===== config.mk =====
export PLATFORM = sky130hd
export DESIGN_NAME = counter_arbiter_flat
export DESIGN_NICKNAME = d
export VERILOG_FILES = /design/src/rtl/counter_arbiter_if.sv /design/src/rtl/counter_arbiter.sv /design/src/flat_wrapper.sv
export SDC_FILE = /design/constraint.sdc
export NUM_CORES = 1
export LEC_CHECK = 0
export BUFFER_PORTS_ARGS = -buffer_cell sky130_fd_sc_hd__buf_4
export CAP_MARGIN = 25
export CORE_AREA = 3 3 54 56
export DETAILED_ROUTE_END_ITERATION = 7
export DIE_AREA = 0 0 57 59
export PLACE_DENSITY = 0.75
export SYNTH_ARGS = -nofsm -noshare
export SYNTH_HDL_FRONTEND = slang
export SYNTH_SLANG_ARGS = --single-unit

===== constraint.sdc =====
create_clock -name clk -period 1.7 [get_ports clk]
set_input_delay 0.085 -clock clk [delete_from_list [all_inputs] [get_ports clk]]
set_output_delay 0.085 -clock clk [all_outputs]
set_load 0.01 [all_outputs]

===== src/rtl/counter_arbiter_if.sv =====
// Request/grant bundle between client FSMs and the shared-counter arbiter.
// The client side is the master; the arbiter is the slave.
interface counter_arbiter_if #(
  parameter int WIDTH = 3,
  parameter int NREQ  = 4
);
  logic [NREQ-1:0]       req;
  logic [NREQ*WIDTH-1:0] len;
  logic [NREQ-1:0]       gnt;
  logic [WIDTH-1:0]      cnt;
  logic                  busy;
  logic                  done;
  logic                  abort;

  modport master (output req, len, input gnt, cnt, busy, done, abort);
  modport slave  (input req, len, output gnt, cnt, busy, done, abort);
endinterface


===== src/rtl/counter_arbiter.sv =====
// Round-robin scheduler sharing one up-counter among NREQ requesters.
// state | meaning
// IDLE  | no owner; arbitrate among raised requests
// RUN   | counter stepping toward the winner's latched limit
// DONE  | limit reached; done pulses, grant released next cycle
module counter_arbiter #(
  parameter int WIDTH = 3,
  parameter int NREQ  = 4
) (
  input  logic              clk,
  input  logic              rst,
  counter_arbiter_if.slave  bus
);
  localparam int PW = $clog2(NREQ);

  typedef enum logic [1:0] {IDLE, RUN, DONE} state_t;

  state_t           state_q, state_d;
  logic [NREQ-1:0]  gnt_q, gnt_d;
  logic [WIDTH-1:0] cnt_q, cnt_d;
  logic [WIDTH-1:0] limit_q, limit_d;
  logic [PW-1:0]    ptr_q, ptr_d;
  logic [PW-1:0]    win_q, win_d;
  logic             abort_q, abort_d;

  logic [WIDTH-1:0] len_arr [NREQ];
  logic [PW-1:0]    win_c, idx_c, next_ptr;
  logic             found_c;

  for (genvar g = 0; g < NREQ; g++) begin : g_len
    assign len_arr[g] = bus.len[g*WIDTH +: WIDTH];
  end

  // First raised request scanning from ptr upward, wrapping.
  always_comb begin
    win_c   = '0;
    idx_c   = '0;
    found_c = 1'b0;
    for (int i = 0; i < NREQ; i++) begin
      idx_c = PW'((int'(ptr_q) + i) % NREQ);
      if (!found_c && bus.req[idx_c]) begin
        found_c = 1'b1;
        win_c   = idx_c;
      end
    end
  end

  assign next_ptr = (win_q == PW'(NREQ-1)) ? '0 : win_q + PW'(1);

  always_ff @(posedge clk) begin
    if (rst) begin
      state_q <= IDLE;
      gnt_q   <= '0;
      cnt_q   <= '0;
      limit_q <= '0;
      ptr_q   <= '0;
      win_q   <= '0;
      abort_q <= 1'b0;
    end else begin
      state_q <= state_d;
      gnt_q   <= gnt_d;
      cnt_q   <= cnt_d;
      limit_q <= limit_d;
      ptr_q   <= ptr_d;
      win_q   <= win_d;
      abort_q <= abort_d;
    end
  end

  always_comb begin
    state_d = state_q;
    gnt_d   = gnt_q;
    cnt_d   = cnt_q;
    limit_d = limit_q;
    ptr_d   = ptr_q;
    win_d   = win_q;
    abort_d = 1'b0;
    case (state_q)
      IDLE: begin
        gnt_d = '0;
        if (found_c) begin
          gnt_d[win_c] = 1'b1;
          win_d        = win_c;
          cnt_d        = '0;
          limit_d      = len_arr[win_c];
          state_d      = (len_arr[win_c] != '0) ? RUN : DONE;
        end
      end
      RUN: begin
        // Dropping the request wins over the final increment.
        if (!bus.req[win_q]) begin
          state_d = IDLE;
          gnt_d   = '0;
          cnt_d   = '0;
          abort_d = 1'b1;
          ptr_d   = next_ptr;
        end else if (cnt_q == limit_q - WIDTH'(1)) begin
          cnt_d   = limit_q;
          state_d = DONE;
        end else begin
          cnt_d = cnt_q + WIDTH'(1);
        end
      end
      DONE: begin
        state_d = IDLE;
        gnt_d   = '0;
        ptr_d   = next_ptr;
      end
      default: state_d = IDLE;
    endcase
  end

  always_comb begin
    bus.gnt   = gnt_q;
    bus.cnt   = cnt_q;
    bus.busy  = (state_q != IDLE);
    bus.done  = (state_q == DONE);
    bus.abort = abort_q;
  end
endmodule


===== src/flat_wrapper.sv =====
// flat-port wrapper written by rule: the top's interface ports become plain ports
module counter_arbiter_flat 
#(
  parameter int WIDTH = 3,
  parameter int NREQ  = 4
)
  (clk, rst, bus_req, bus_len, bus_gnt, bus_cnt, bus_busy, bus_done, bus_abort);
  counter_arbiter_if #(.WIDTH(WIDTH), .NREQ(NREQ)) bus_i ();
  input  logic clk;
  input  logic rst;
  input wire logic [$bits(bus_i.req)-1:0] bus_req;
  input wire logic [$bits(bus_i.len)-1:0] bus_len;
  output wire logic [$bits(bus_i.gnt)-1:0] bus_gnt;
  output wire logic [$bits(bus_i.cnt)-1:0] bus_cnt;
  output wire logic [$bits(bus_i.busy)-1:0] bus_busy;
  output wire logic [$bits(bus_i.done)-1:0] bus_done;
  output wire logic [$bits(bus_i.abort)-1:0] bus_abort;
  assign bus_i.req = bus_req;
  assign bus_i.len = bus_len;
  assign bus_gnt = bus_i.gnt;
  assign bus_cnt = bus_i.cnt;
  assign bus_busy = bus_i.busy;
  assign bus_done = bus_i.done;
  assign bus_abort = bus_i.abort;
  counter_arbiter #(.WIDTH(WIDTH), .NREQ(NREQ)) u_core (.clk(clk), .rst(rst), .bus(bus_i));
endmodule

# [Word-level counts from Yosys, hierarchy flattened]
# Cells that the tools add are included.
[totals] mem_count=0 ram_bits=0 ff_bits=17 latchBits=0 elab_cells=88 romBits=0
[op_classes] magnitude_cmp=8 n_bitwise=2 shifts=0 div=0 eq_ne=7 addsub=6 n_mux=39 n_mul=0 n_reduce_logical=19
[op_table] op="$mux 2" n=10
[op_table] op="$lt 2x3->1 const B" n=6
[op_table] op="$mux 3" n=5
[op_table] op="$pmux 4 s3" n=1
[op_table] op="$mux 1" n=11
[op_table] op="$bmux 1 s2" n=5
[op_table] op="$reduce_and 2->1" n=5
[op_table] op="$mux 4" n=2
[op_table] op="$pmux 2 s2" n=2
[op_table] op="$bmux 3 s2" n=1
[op_table] op="$pmux 3 s2" n=1
[op_table] op="$reduce_bool 2->1" n=3
[op_table] op="$reduce_bool 3->1" n=2
[op_table] op="$add 2x1->2 const B" n=2
[op_table] op="$add 2x2->2 const B" n=2
[op_table] op="$eq 2x2->1 const B" n=2
[op_table] op="$logic_and 1x1->1" n=4
[op_table] op="$add 3x1->3 const B" n=1
[op_table] op="$eq 3x3->1" n=1
[op_table] op="$ge 3x3->1 const B" n=1
[op_table] op="$logic_not 1->1" n=3
[op_table] op="$ne 3x3->1 const B" n=1
[op_table] op="$not 2->3" n=1
[op_table] op="$sub 3x1->3 const B" n=1
[op_table] op="8 further kinds" n=8

# [Logic depth before layout (Yosys ltp)]
[logic_depth] depth_word=20 mapped_depth=8 depth_no_buf=8

# [Worst setup path after synthesis]
# OpenSTA, ideal clock, no wires.
[synth_path] path_kind="flip-flop to flip-flop" start="register u_core.limit_q[0]" end="register u_core.state_q[0]" path_slack_ps=-79 t_required_ps=1561 t_arrival_ps=1639 n_path_buf=0 stages_incl_launch_ff=9 synth_period_minus_slack_ps=1779 cell_sequence="dfxtp_1 inv_1 ha_1 xnor2_1 nor3_1 o21ai_0 nand2_1 a21boi_0 a221oi_1"
[synth_via] elab_chain_len=4
[synth_rtl] item="start, declared" line="counter_arbiter.sv:21" text="logic [WIDTH-1:0] limit_q, limit_d;"
[synth_rtl] item="start signal, assigned" line="counter_arbiter.sv:63" text="limit_q <= limit_d;"
[synth_rtl] item="$sub 3x1->3" line="counter_arbiter.sv:97" text="end else if (cnt_q == limit_q - WIDTH'(1)) begin"
[synth_rtl] item="$eq 3x3->1" line="counter_arbiter.sv:97"
[synth_rtl] item="$ne 3x3->1 (no line)"
[synth_rtl] item="$reduce_and 2->1 (no line)"
[synth_rtl] item="end signal, assigned" line="counter_arbiter.sv:60" text="state_q <= state_d;"
[synth_rtl] item="end, declared" line="counter_arbiter.sv:18" text="state_t state_q, state_d;"
# Every way passes these cells.
# A chain may end at the register's enable or synchronous reset.

# [Final worst setup path]
[layout_path] start="register u_core.win_q[0]" end="register u_core.state_q[0]"
[layout_via] elab_chain_len=4
[layout_rtl] item="start, declared" line="counter_arbiter.sv:23" text="logic [PW-1:0] win_q, win_d;"
[layout_rtl] item="start signal, assigned" line="counter_arbiter.sv:65" text="win_q <= win_d;"
[layout_rtl] item="$bmux 1 s2 *" line="counter_arbiter.sv:91" text="if (!bus.req[win_q]) begin"
[layout_rtl] item="$mux 1 (not written as such) *" line="counter_arbiter.sv:91"
[layout_rtl] item="$mux 2 / $ne 3x3->1 (equally long branches)"
[layout_rtl] item="$pmux 2 s2 / $reduce_and 2->1 (equally long branches)"
# Mark *: on every way between the ends. The rest lies on a longest branch, timed or not. The select of a mux whose other input is x is not followed.

==> impl_metrics.csv <==
group,metric,value,unit
run_status,run_status,"finished, final reports clean",
min_path,holdCritPathClass,"primary input to register",
critical_path,required,1.87,ns
yosys,synthMostInstantiatedCell,"dfxtp_1",
clocking,cts_tree,"built",
yosys,synthArstFlopShare,0,%
global_route,overflow,0,
layout,num_antenna_cells,0,
clocking,cts_made_buffers,3,
die,chipHeight,59,µm
placed_design,port_buffers,27,
routing,dr.pass1.iters,4,
timing,worstMarginPinSlew,0.440,ns
critical_path,critPathMaxFanout,7,
placed_design,place_hpwl,2.34,mm
flow_run,cap_violations,0,
routing,wire_per_inst,16.0,µm
global_route,grt_pass1_wl,5.18,mm
clocking,h-tree-depth,1,
yosys,ys_seq_area_share,30.9,%
die,die-area,3360,µm²
clocking,clkTransAtPathRegs,0.10,ns
critical_path,path_class,"register to register",
yosys,yosys-top-cells-count,"17 x dfxtp_1, 16 x nor2_1, 13 x a21oi_1, 9 x inv_1, 8 x nand2_1",
timing,slew_violations,0,
timing,fmax,0.592,GHz
critical_path,arrival,1.86,ns
yosys,synthCells,131,
yosys,synthTopCellsByArea,"dfxtp_1 31%, ha_1 8.0%, a21oi_1 5.9%",
yosys,synth_edf_count,0,
timing,rsz0062_at_grt,"true",
global_route,grt_usage,19.6,%
die,design.core.area,2480,µm²
die,num_rows,18,
routing,wl,3.31,mm
placed_design,place_ws,-0.0620,ns
power_and_ir_drop,powerDensity,1400,nW/µm²
timing,fin_hold_ws,0.104,ns
timing,period_share,99.4,%
yosys,synth.distinct_cells,37,
timing,finalHoldViolCount,0,
clocking,cts_sinks,17,
layout,drive_gt1_share,46.3,%
routing,drtAntennaViolNets,0,
yosys,syn-cell-area,1100,µm²
layout,fill_cells,201,
critical_path,startpoint_type,"register",
layout,area_growth,51.5,%
routing,drt_iter0_drc,44,
routing,vias_per_cell,5.75,
yosys,dominantRegCellSynth,"dfxtp_1",
global_route,grt_max_degree,19,
yosys,yosysWarnings,0,
routing,vias,1191,
global_route,grt_pass1_vias,1187,
timing,slew_headroom,70.3,%
timing,finalSetupViolCount,0,
die,start_util,44.4,%
yosys,ys_ff_latch,17,
die,die_w,57,µm
power_and_ir_drop,power.total,0.00234,W
yosys,synth_fp_nets,156,
timing,fin_skew,0.00173,ns
yosys,netlist.area_leader.share,30.9,%
clocking,root_buffer,"clkbuf_4",
critical_path,crit_path_end_kind,"register",
power_and_ir_drop,ir_worst_vdd,0.000942,V
placed_design,routabilityCongestion,0.902,
die,ioPinCount,28,
timing,finalWorstSetupSlack,0.0101,ns
power_and_ir_drop,p_leak,0.731,nW
global_route,grt_antenna_before_repair,0,
timing,min_period,1.69,ns
routing,drcViolationCount,0,
layout,post-route-util,67.3,%
clocking,insertion_delay,0.29,ns
clocking,cts_buffer_depth,2,
layout,layout.nets,203,
yosys,yosys.area.top_type,"dfxtp_1",
yosys,synth_area_per_cell,8.40,µm²
## kinds of logic (layout without fill, tap and decap cells)
group	after synthesis	in the layout	synth area share [%]
adders and majority gates	7	7	7.96
xor gates and xnor gates	3	3	3.75
AOI/OAI and AO/OA	45	45	29.5
muxes	4	4	4.78
and+or+nand+nor	44	44	19.3
DFF	17	17	30.9
buffers and inverters	11	57	3.75
## metal layers
layer  vias to the layer above  global-route usage, %  wire [µm]
met5                         -                      0          0
met4                         0                   6.29         65
met3                         7                   3.70        213
met2                        45                   31.8       1620
met1                       568                   26.3       1420
li1                        571                      -          -
## flip-flops by register name, indices dropped and copies added (netlist names)
signal / flops
u_core.state_q: 2
u_core.ptr_q: 2
u_core.limit_q: 3
u_core.bus.gnt: 4
u_core.bus.abort: 1
u_core.win_q: 2
u_core.bus.cnt: 3
## final cells by class
cell class	instances	area (µm²)	share of cell area (%)
flip-flops and latches	17	349	20.9
repair buffers	44	342	20.5
well taps	30	37.5	2.25
inverters	9	33.8	2.03
clock buffers	3	22.5	1.35
clock inverters	1	5.00	0.300
multi-input cells	103	877	52.6
## path summary, 6_finish.rpt
check                    startpoint                 to  slack [ns]  cells past startpoint
setup / recovery    u_core.win_q[0]  u_core.state_q[0]        0.01                      7
hold / removal                  rst  u_core.state_q[0]        0.10                      2
hold reg to reg   u_core.bus.gnt[0]  u_core.bus.gnt[0]        0.54                      2
setup reg to reg    u_core.win_q[0]  u_core.state_q[0]        0.01                      7
## report_power, final
part	internal (W)	leakage, nW	switching, W
registers	0.000510	0.141	0.0000859
clock network	0.0000876	0.0177	0.000133
logic	0.000757	0.572	0.000762
## timing repair
action                     CTS  global route
setup buffers                0             1
pin swaps                    4            19
gates resized for setup     13            28
hold buffers                 0             0
setup endpoints to repair    6             8
## through the flow
stage               instances  TNS [ns]  cell area, µm²
floorplan                 131         0            1110
global placement          202   -0.0720            1460
detailed placement        202    -0.191            1460
CTS                       206         0            1540
global route              207    -0.128            1670
finish                    207         0            1670
## critical path: stages (launching register included)
cell and delay [ns]:
dfxtp_2 0.37, mux4_2 0.55, nand2_4 0.11, buf_6 0.13
o21ai_1 0.06, nand2_1 0.10, a21boi_2 0.18, a221oi_2 0.07
## placed cells by master, fill, tap and decap left out, types with 3 or more instances in the layout
cell type  Yosys  routed
a211o_1        5       5
a21oi_1       13      12
a22oi_1        5       4
buf_4          0      41
buf_6          0       3
clkbuf_4       0       3
dfxtp_1       17      12
dfxtp_2        0       4
ha_1           7       6
inv_1          9       7
nand2_1        8       7
nand3_1        3       3
nor2_1        16      15
nor3_1         4       3
o211ai_1       3       3
o21a_1         4       4
Note: power is estimated with default switching activity, not from simulation.
